## config.mk

```make
export PLATFORM = sky130hd
export DESIGN_NAME = stack_drain
export DESIGN_NICKNAME = d
export VERILOG_FILES = /design/src/rtl/stack_drain_pkg.sv /design/src/rtl/stack_drain_hold_timer.sv /design/src/rtl/stack_drain.sv
export SDC_FILE = /design/constraint.sdc
export NUM_CORES = 1
export LEC_CHECK = 0
export CORE_AREA = 5 5 60 67
export CTS_CLUSTER_DIAMETER = 50
export DETAILED_ROUTE_END_ITERATION = 6
export DIE_AREA = 0 0 65 72
export GPL_TIMING_DRIVEN = 0
export PLACE_DENSITY = 0.72
export SKIP_LAST_GASP = 1
export SYNTH_ARGS = -nofsm -noshare
export SYNTH_HDL_FRONTEND = slang
export SYNTH_HIERARCHICAL = 1
export SYNTH_SLANG_ARGS = --single-unit
```

## constraint.sdc

```tcl
create_clock -name clk -period 2.5 [get_ports clk]
set_input_delay 0.5 -clock clk [delete_from_list [all_inputs] [get_ports clk]]
set_output_delay 0.5 -clock clk [all_outputs]
set_load 0.005 [all_outputs]
```

## src/rtl/stack_drain_pkg.sv

```systemverilog
// Shared definitions for the stack drain controller and its hold timer.
package stack_drain_pkg;

    typedef enum logic [1:0] {
        IDLE = 2'd0,
        POP  = 2'd1,
        HOLD = 2'd2,
        DONE = 2'd3
    } state_t;

    // 0.5 s per value on the 12 MHz board clock
    localparam int unsigned DEFAULT_HOLD_CYCLES = 6_000_000;
    localparam int unsigned DEFAULT_TW          = 23;

endpackage

```

## src/rtl/stack_drain_hold_timer.sv

```systemverilog
// Mod-HOLD_CYCLES pacing counter with synchronous clear and an expiry tick.
module hold_timer
    import stack_drain_pkg::*;
#(
    parameter int unsigned HOLD_CYCLES = DEFAULT_HOLD_CYCLES,
    parameter int unsigned TW          = DEFAULT_TW
) (
    input  logic clk,
    input  logic reset,
    input  logic clear,
    input  logic enable,
    output logic expire_c
);

    localparam logic [TW-1:0] LAST = TW'(HOLD_CYCLES - 1);

    logic [TW-1:0] timer;

    assign expire_c = enable && (timer == LAST);

    always_ff @(posedge clk) begin
        if (reset || clear) begin
            timer <= '0;
        end else if (enable) begin
            timer <= expire_c ? '0 : timer + TW'(1);
        end
    end

endmodule

```

## src/rtl/stack_drain.sv

```systemverilog
// Read-side stack controller: on start, pops every entry, holding each for HOLD_CYCLES.
module stack_drain
    import stack_drain_pkg::*;
#(
    parameter int unsigned B           = 3,
    parameter int unsigned W           = 2,
    parameter int unsigned HOLD_CYCLES = DEFAULT_HOLD_CYCLES,
    parameter int unsigned TW          = DEFAULT_TW
) (
    input  logic         clk,
    input  logic         reset,
    input  logic         start,
    input  logic         stack_empty,
    input  logic [B-1:0] stack_r_data,
    output logic         stack_pop,
    output logic [B-1:0] data_out,
    output logic         data_valid,
    output logic [W:0]   count,
    output logic         busy,
    output logic         done_tick
);

    localparam int unsigned CW = W + 1;

    state_t state;
    logic   expire_c;
    logic   timer_clear;
    logic   timer_enable;

    assign timer_clear  = (state == POP);
    assign timer_enable = (state == HOLD);

    hold_timer #(
        .HOLD_CYCLES (HOLD_CYCLES),
        .TW          (TW)
    ) u_hold_timer (
        .clk      (clk),
        .reset    (reset),
        .clear    (timer_clear),
        .enable   (timer_enable),
        .expire_c (expire_c)
    );

    // Strobes and busy are set alongside the transition so they line up with the new state.
    always_ff @(posedge clk) begin
        if (reset) begin
            state      <= IDLE;
            data_out   <= '0;
            data_valid <= 1'b0;
            count      <= '0;
            stack_pop  <= 1'b0;
            done_tick  <= 1'b0;
            busy       <= 1'b0;
        end else begin
            stack_pop <= 1'b0;
            done_tick <= 1'b0;
            case (state)
                IDLE: begin
                    if (start) begin
                        count      <= '0;
                        data_valid <= 1'b0;
                        busy       <= 1'b1;
                        if (stack_empty) begin
                            state     <= DONE;
                            done_tick <= 1'b1;
                        end else begin
                            state     <= POP;
                            stack_pop <= 1'b1;
                        end
                    end
                end
                POP: begin
                    data_out   <= stack_r_data;
                    data_valid <= 1'b1;
                    count      <= count + CW'(1);
                    state      <= HOLD;
                end
                HOLD: begin
                    // Emptiness is only trusted once the previous pop has settled in the Stack.
                    if (expire_c) begin
                        if (stack_empty) begin
                            state     <= DONE;
                            done_tick <= 1'b1;
                        end else begin
                            state     <= POP;
                            stack_pop <= 1'b1;
                        end
                    end
                end
                DONE: begin
                    state <= IDLE;
                    busy  <= 1'b0;
                end
                default: begin
                    state <= IDLE;
                    busy  <= 1'b0;
                end
            endcase
        end
    end

endmodule
```

==> impl_results.md, run 1 <==
- Nets: 209
- HPWL Detailed: 2380 µm
- Vias in the first global route: about 1,400
- Clock skew: approximately 0.013 ns
- Lkg Pwr: 0.000596 µW
- Non-filler instance count after layout: ~240
- Post-synthesis sequential area ratio: 43.6%
- Total grt overflow: 0
- Worst-path clk slew: around 0.10 ns
- Postcts setup bufs: 0
- Fin crit share: between 90 and 100%
- CP bufs+invs: 2
- Cts bufs inserted: 5
- Clk sinks: 35
- Syn Inst Count: 177
- Slowest cell on crit path: dfxtp_1
- Maximum clock frequency: approximately 440 MHz
- TritonCTS clock tree: built
- Global-route wire length before repair: about 5700 µm
- Ant. Diodes: 0
- WS Path Type: flip-flop to flip-flop
- Clk_lat worst skew: 0.35 ns
- PD cells: 511 nW/µm²
- Detailed-route DRC error count: 0
- GPL Wtd Cong: roughly 0.79
- Share of cells above drive strength 1: roughly a tenth
- Post-cts hold buffer count: 0
- CTS H-tree lvls: 2
- Yosys reg bits: 35
- DP Worst Slack: around 0.14 ns
- Final setup margin: about 0.23 ns
- Setup violators final: 0
- DRT iter0 DRCs: 50
- Port-buffer cells: 16
- Die Span Y: just over 70 µm
- Max VDD drop: between 0.0002 and 0.0003 V
- Status: finished clean
- Avg Cell Area, Syn: about 9.1 µm²
- Most frequent cells in the layout: 35 x dfxtp_1, 19 x nor2_1, 16 x clkdlybuf4s50_1
- Number of antenna violations at the first check in global routing: 0
- Cells along the critical path: nor2b_1, clkbuf_1, and3_2, or2b_2, o21ai_4, buf_2, nor2_1
- Post-synth EDFFs: 0
- Final WL: between 3000 and 4000 µm
- Post-synthesis async set-or-reset flop share: 0%
- Crit Path Max Fanout: 10
- Largest net degree at the start of global routing: 11
- Initial Utilization: 49.0%
- Die area: between 4000 and 5000 µm²
- Die X: 65 µm
- Area grow syn2layout: 16.4%
- TritonRoute pass-1 iters: 4
- CTS Buffer Depth: 2
- Area contributors post-synth: dfxtp_1 44%, nor2_1 4.4%, xnor2_1 4.4%, a21oi_1 3.4%, nand4_1 2.7%
- Crit path largest cell delay: about 0.45 ns
- Core ar.: 3280 µm²
- Critical Path End Type: flip-flop
- Relative slew slack: between 60% and 70%
- DP Cell Count: 229
- Vias per cell: 5.73
- Netlist cell types: 45
- Slew @ Worst Pin: ~0.55 ns
- Commonest non-fill, non-tap cell in the layout: dfxtp_1
- WL/cell: about 14 µm
- Core Rows: 22
- Final hold vios: 0
- Minimum clock period: between 2 and 2.5 ns
- Share of the synthesized area in the top cell type: 43.6%
- DRT antenna net count: 0
- # IOs: 17
- Required time worst endpoint: 2.74 ns
- CP Launch Type: flip-flop
- Worst min-delay path class: flip-flop to flip-flop
- Vias: approximately 1,400
- Slew Limit Fails: 0
- Synth Warn #: 6
- # Max-Cap Violations: 0
- Top delay family on crit path: simple AND/OR/NAND/NOR gates
- Post-synth top area cell: dfxtp_1
- CTS root buffer: clkbuf_4
- Synth Flop Type: dfxtp_1
- Mapped Nets: ~190
- Mapped cell area: between 1500 and 2000 µm²
- Tot GR Track Use: ~16%
- CP Data Arrival Time: 2.51 ns
## per-layer routing
layer	GRT usage [%]	vias to the layer above	wire length [µm]
li1	-	686	-
met1	17.1	638	1400
met2	26.6	27	1590
met3	4.49	6	179
met4	10.3	0	65
met5	0	-	0
## worst reg2reg max path, delay by kind of cell (launching register included)
kind                   cells  cell delay (ns)
AO/OA/AOI/OAI              1             0.30
buffers and inverters      2             0.52
flip-flops                 1             0.45
AND/OR/NAND/NOR            4             0.90
## cell usage after synthesis (all sizes together) (3+ instances only)
master and n:
buf 4, nor4 3, nand4 8, xnor2 8, nand3 6, o31ai 4, or3 4, inv 4
dfxtp 35, nor2 19, or4 5, nand2 11, nand2b 4, a21oi 11, nor2b 4, xor2 4
nor3 6, mux2i 4, o21ai 5
## power by group
part           switching [µW]  internal (µW)  total [µW]
clock network             184            110         294
registers                9.84            570         579
logic                    38.0           44.7        82.7
total                     232            724         956
## sequential cells by signal, summed over array words and instances (netlist names)
register / flops
data_valid: 1
count: 3
busy: 1
data_out: 3
state: 2
stack_pop: 1
u_hold_timer/timer: 23
done_tick: 1
## metrics by stage
stage | hold slack (ns) | total power (µW) | setup TNS [ns] | utilization [%] | area [µm²]
after CTS | 0.501 | 969 | 0 | 56.8 | 1860
after floorplan | 0.447 | 638 | 0 | - | 1610
final | 0.500 | 956 | 0 | 57.1 | 1870
after global placement | 0.471 | 671 | 0 | 55.3 | 1810
after global routing | 0.521 | 1000 | -0.00155 | 57.1 | 1870
after detailed placement | 0.484 | 674 | 0 | 55.3 | 1810
## worst paths after layout
| check | end | slack (ns) | cells past startpoint | from |
|---|---|---|---|---|
| worst max register to register | u_hold_timer/timer[5]$_SDFFE_PP0P_ | 0.23 | 7 | state[1]$_SDFFE_PP0P_ |
| worst min register to register | busy$_SDFFE_PP0P_ | 0.50 | 2 | busy$_SDFFE_PP0P_ |
| worst min-delay path | busy$_SDFFE_PP0P_ | 0.50 | 2 | busy$_SDFFE_PP0P_ |
| worst max-delay path | u_hold_timer/timer[5]$_SDFFE_PP0P_ | 0.23 | 7 | state[1]$_SDFFE_PP0P_ |
## final cells by class
type / instances / area (µm²)
buffer: 6 / 38.8
multi-input combinational: 132 / 860
sequential: 35 / 701
timing repair buffer: 16 / 160
inverter: 4 / 15.0
tap: 36 / 45.0
clock buffer: 7 / 45.0
fill: 308 / 1410
clock inverter: 1 / 5.00
## what timing repair did
action,4_1_cts,5_1_grt
endpoints found under the setup margin,0,10
resized for setup,0,1
endpoints found under the hold margin,0,0
## logic make-up (layout without fill, tap and decap cells)
group           Yosys count  after routing  share of synthesized area, %
mux                       4              4                          2.49
buf+inv                  10             34                          3.35
compound gates           32             32                          13.0
simple gates             82             82                          29.4
flops                    35             35                          43.6
fa+ha+maj                 2              2                          1.56
xor+xnor                 12             12                          6.54
No activity file was read; power rests on OpenSTA's default activity.
==> run 2, diff against run 1 <==
--- a/config.mk
+++ b/config.mk
@@ -7,6 +7,7 @@
 export LEC_CHECK = 0
 export CORE_AREA = 5 5 60 67
 export CTS_CLUSTER_DIAMETER = 50
+export CTS_CLUSTER_SIZE = 28
 export DETAILED_ROUTE_END_ITERATION = 6
 export DIE_AREA = 0 0 65 72
 export GPL_TIMING_DRIVEN = 0
==> results of run 2 <==
Same layout as run 1: the final DEF is identical, and so are final timing and power.
==> run 3, diff against run 2 <==
--- a/config.mk
+++ b/config.mk
@@ -5,15 +5,14 @@
 export SDC_FILE = /design/constraint.sdc
 export NUM_CORES = 1
 export LEC_CHECK = 0
-export CORE_AREA = 5 5 60 67
+export CORE_AREA = 2 2 58 65
 export CTS_CLUSTER_DIAMETER = 50
 export CTS_CLUSTER_SIZE = 28
 export DETAILED_ROUTE_END_ITERATION = 6
-export DIE_AREA = 0 0 65 72
+export DIE_AREA = 0 0 60 67
 export GPL_TIMING_DRIVEN = 0
-export PLACE_DENSITY = 0.72
+export PLACE_DENSITY = 0.71
 export SKIP_LAST_GASP = 1
 export SYNTH_ARGS = -nofsm -noshare
 export SYNTH_HDL_FRONTEND = slang
-export SYNTH_HIERARCHICAL = 1
 export SYNTH_SLANG_ARGS = --single-unit
==> run 3 against run 2 <==
Compared with the run above:
- synthesized cell count increased by 6.2%
- global-route usage increased by 4.4 points
- area after synthesis increased by 2.4%
- cell area increased by 2.8%
- maximum frequency increased by 4.6%
- flip-flop and latch count unchanged
- final cell count increased by 9.3%
- first-iteration DRC count decreased by 4.0%
- hold slack got worse by 0.042 ns
- register-to-register slack improved by 0.10 ns
- highest routed layer unchanged
==> impl_results.md, run 3 <==
- Post-synthesis async set-or-reset flop share: 0% (unchanged)
- WL/cell: 13.4 µm (-1.4%)
- GRT met3 Usage: 4.47% (-0.023 points)
- Setup violators final: 0 (unchanged)
- DRT antenna net count: 0 (unchanged)
- Final hold vios: 0 (unchanged)
- Worst-path clk slew: 0.10 ns (about the same)
- Vias per cell: 5.59 (-2.4%)
- Slowest cell on crit path: or3_4
- Gr busiest metal: met2
- Detailed-route DRC error count: 0 (unchanged)
- Status: finished clean
- RSZ-0062 raised after global routing: no
- Post-synthesis sequential area ratio: 42.6% (-1.0 points)
- Vias in the first global route: 1,427 (+4.2%)
- Mapped cell area: 1650 µm² (+2.4%)
- Avg Cell Area, Syn: 8.75 µm² (-3.6%)
- Non-filler instance count after layout: 259 (+9.3%)
- Minimum clock period: 2.17 ns (-0.100 ns)
- Register bank with the most flops: u_hold_timer.timer
- Share of cells above drive strength 1: 9.48% (+0.026 points)
- DP Worst Slack: 0.329 ns (+0.185 ns)
- Slew Limit Fails: 0 (unchanged)
- Core ar.: 3330 µm² (+1.7%)
- CTS Buffer Depth: 2 (unchanged)
- Design area: 1920 µm² (+2.8%)
- CTS root buffer: clkbuf_4
- Setup tns final: 0 ns (unchanged)
- Cts bufs inserted: 5 (unchanged)
- Routing usage on met1: 24.2% (+7.1 points)
- Largest register FFs: 23 (unchanged)
- Total power: 982 µW (+2.8%)
- Post-cts hold buffer count: 0 (unchanged)
- Top delay family on crit path: simple AND/OR/NAND/NOR gates
- Synth Flop Type: dfxtp_1
- Worst min-delay path class: flip-flop to flip-flop
- Fin crit share: 86.8% (-4.0 points)
- Synth Warn #: 0 (-6)
- DRT iter0 DRCs: 48 (-4.0%)
- GPL Wtd Cong: 0.848 (+7.5%)
- Placed cell area: 1870 µm² (+3.0%)
- CP bufs+invs: 2 (unchanged)
- Syn Inst Count: 188 (+6.2%)
- Die Span Y: 67 µm (-6.9%)
- Commonest cells post-synth: 35 x dfxtp_1, 19 x a21oi_1, 18 x nand2_1
- Lkg Pwr: 0.000653 µW (+9.6%)
- Die X: 60 µm (-7.7%)
- Total grt overflow: 0 (unchanged)
- Nets: 220 (+5.3%)
- Most frequent cells in the layout: 35 x dfxtp_1, 19 x a21oi_1, 18 x nand2_1
- CP Launch Type: flip-flop
- Area grow syn2layout: 16.8%
- Crit path largest cell delay: 0.43 ns (-0.02 ns)
- WS Path Type: flip-flop to flip-flop
- Clock skew: 0.00918 ns (-0.00384 ns)
- HPWL Detailed: 2560 µm (+7.6%)
- Crit Path Max Fanout: 10 (unchanged)
- Post-synth EDFFs: 0 (unchanged)
- Vias: 1,447 (+6.6%)
- Clk sinks: 35 (unchanged)
- Required time worst endpoint: 2.73 ns (about the same)
- Share of the synthesized area in the top cell type: 42.6% (-1.0 points)
- Netlist cell types: 47 (+4.4%)
- Final setup margin: 0.329 ns (+0.100 ns)
- Postcts setup bufs: 0 (unchanged)
- CP Data Arrival Time: 2.40 ns (-0.11 ns)
- TritonCTS clock tree: built
- Final WL: 3480 µm (+7.7%)
- Slew @ Worst Pin: 0.434 ns (-0.116 ns)
- Cells along the critical path: ha_1, nand3b_4, or3_4, buf_6, o21bai_2, buf_2, nor2_1
- Yosys reg bits: 35 (unchanged)
- Top Registers: u_hold_timer.timer x23, count x3, data_out x3
- PD cells: 511 nW/µm² (about the same)
- Ant. Diodes: 0 (unchanged)
- Mapped Nets: 197 (+5.9%)
- Largest net degree at the start of global routing: 11 (unchanged)
- Relative slew slack: 71.1% (+8.1 points)
- Die area: 4020 µm² (-14%)
- Number of antenna violations at the first check in global routing: 0 (unchanged)
- # IOs: 17 (unchanged)
- Critical Path End Type: flip-flop
- Resize count post-CTS: 0 (unchanged)
- CTS H-tree lvls: 2 (unchanged)
- Core Rows: 22 (unchanged)
- Port-buffer cells: 16 (unchanged)
- Max VDD drop: 0.000308 V (+10%)
- Initial Utilization: 49.4% (+0.35 points)
- Tot GR Track Use: 20.1% (+4.4 points)
- Commonest non-fill, non-tap cell in the layout: dfxtp_1
- Clk_lat worst skew: 0.33 ns (-0.02 ns)
- TritonRoute pass-1 iters: 4 (unchanged)
- DP Cell Count: 252 (+10%)
- Post-synth top area cell: dfxtp_1
- Global-route wire length before repair: 6160 µm (+8.0%)
- Area contributors post-synth: dfxtp_1 43%, a21oi_1 5.8%, nand2_1 4.1%, nor2_1 3.9%, xor2_1 3.7%
- # Max-Cap Violations: 0 (unchanged)
- Met2 GRT Util: 33.6% (+7.0 points)
- Maximum clock frequency: 461 MHz (+4.6%)
- Most common cell in the netlist: dfxtp_1
## run 3: worst register-to-register path, stage by stage (launching register included)
cell and delay [ns]:
dfxtp_1 0.38, ha_1 0.25, nand3b_4 0.15, or3_4 0.43, buf_6 0.15, o21bai_2 0.34, buf_2 0.30, nor2_1 0.08
## run 3: per-layer routing
metal	wire (µm)	part of all wire [%]
met1	1540	44
met2	1750	50
met3	107	3.1
met4	76	2.2
met5	0	0
## run 3: metrics by stage
stage,hold slack (ns),utilization [%]
final,0.458,57.7
after global routing,0.484,57.7
after CTS,0.460,57.7
after detailed placement,0.445,56.0
after global placement,0.443,56.0
after floorplan,0.447,-
## run 3: cells by family (layout without fill, tap and decap cells)
logic type | Yosys count | after routing | synth area share, %
buffers and inverters | 11 | 34 | 3.35
AO/OA/AOI/OAI | 44 | 44 | 16.0
flip-flops | 35 | 35 | 42.6
multiplexers | 1 | 1 | 0.684
XOR/XNOR | 8 | 8 | 4.26
adder cells (fa/ha/maj) | 2 | 2 | 1.52
AND/OR/NAND/NOR | 87 | 87 | 31.6
## run 3: layout make-up
cell class	instances	area (µm²)
Fill cell	291	1410
Multi-Input combinational cell	142	890
Sequential cell	35	701
Timing Repair Buffer	16	160
Tap cell	48	60.1
Clock buffer	6	51.3
Buffer	9	47.5
Inverter	2	7.51
Clock inverter	1	5.00
## run 3: final timing paths
path,startpoint,end,slack (ns),cells after the start
max,u_hold_timer.timer[0]$_SDFFE_PP0N_,u_hold_timer.timer[4]$_SDFFE_PP0N_,0.33,7
min reg2reg,data_valid$_SDFFE_PP0P_,data_valid$_SDFFE_PP0P_,0.46,2
min,data_valid$_SDFFE_PP0P_,data_valid$_SDFFE_PP0P_,0.46,2
max reg2reg,u_hold_timer.timer[0]$_SDFFE_PP0N_,u_hold_timer.timer[4]$_SDFFE_PP0N_,0.33,7
## run 3: power by group
part	switching (µW)	internal, µW
combinational	47.0	44.3
clock	183	130
sequential	7.64	571
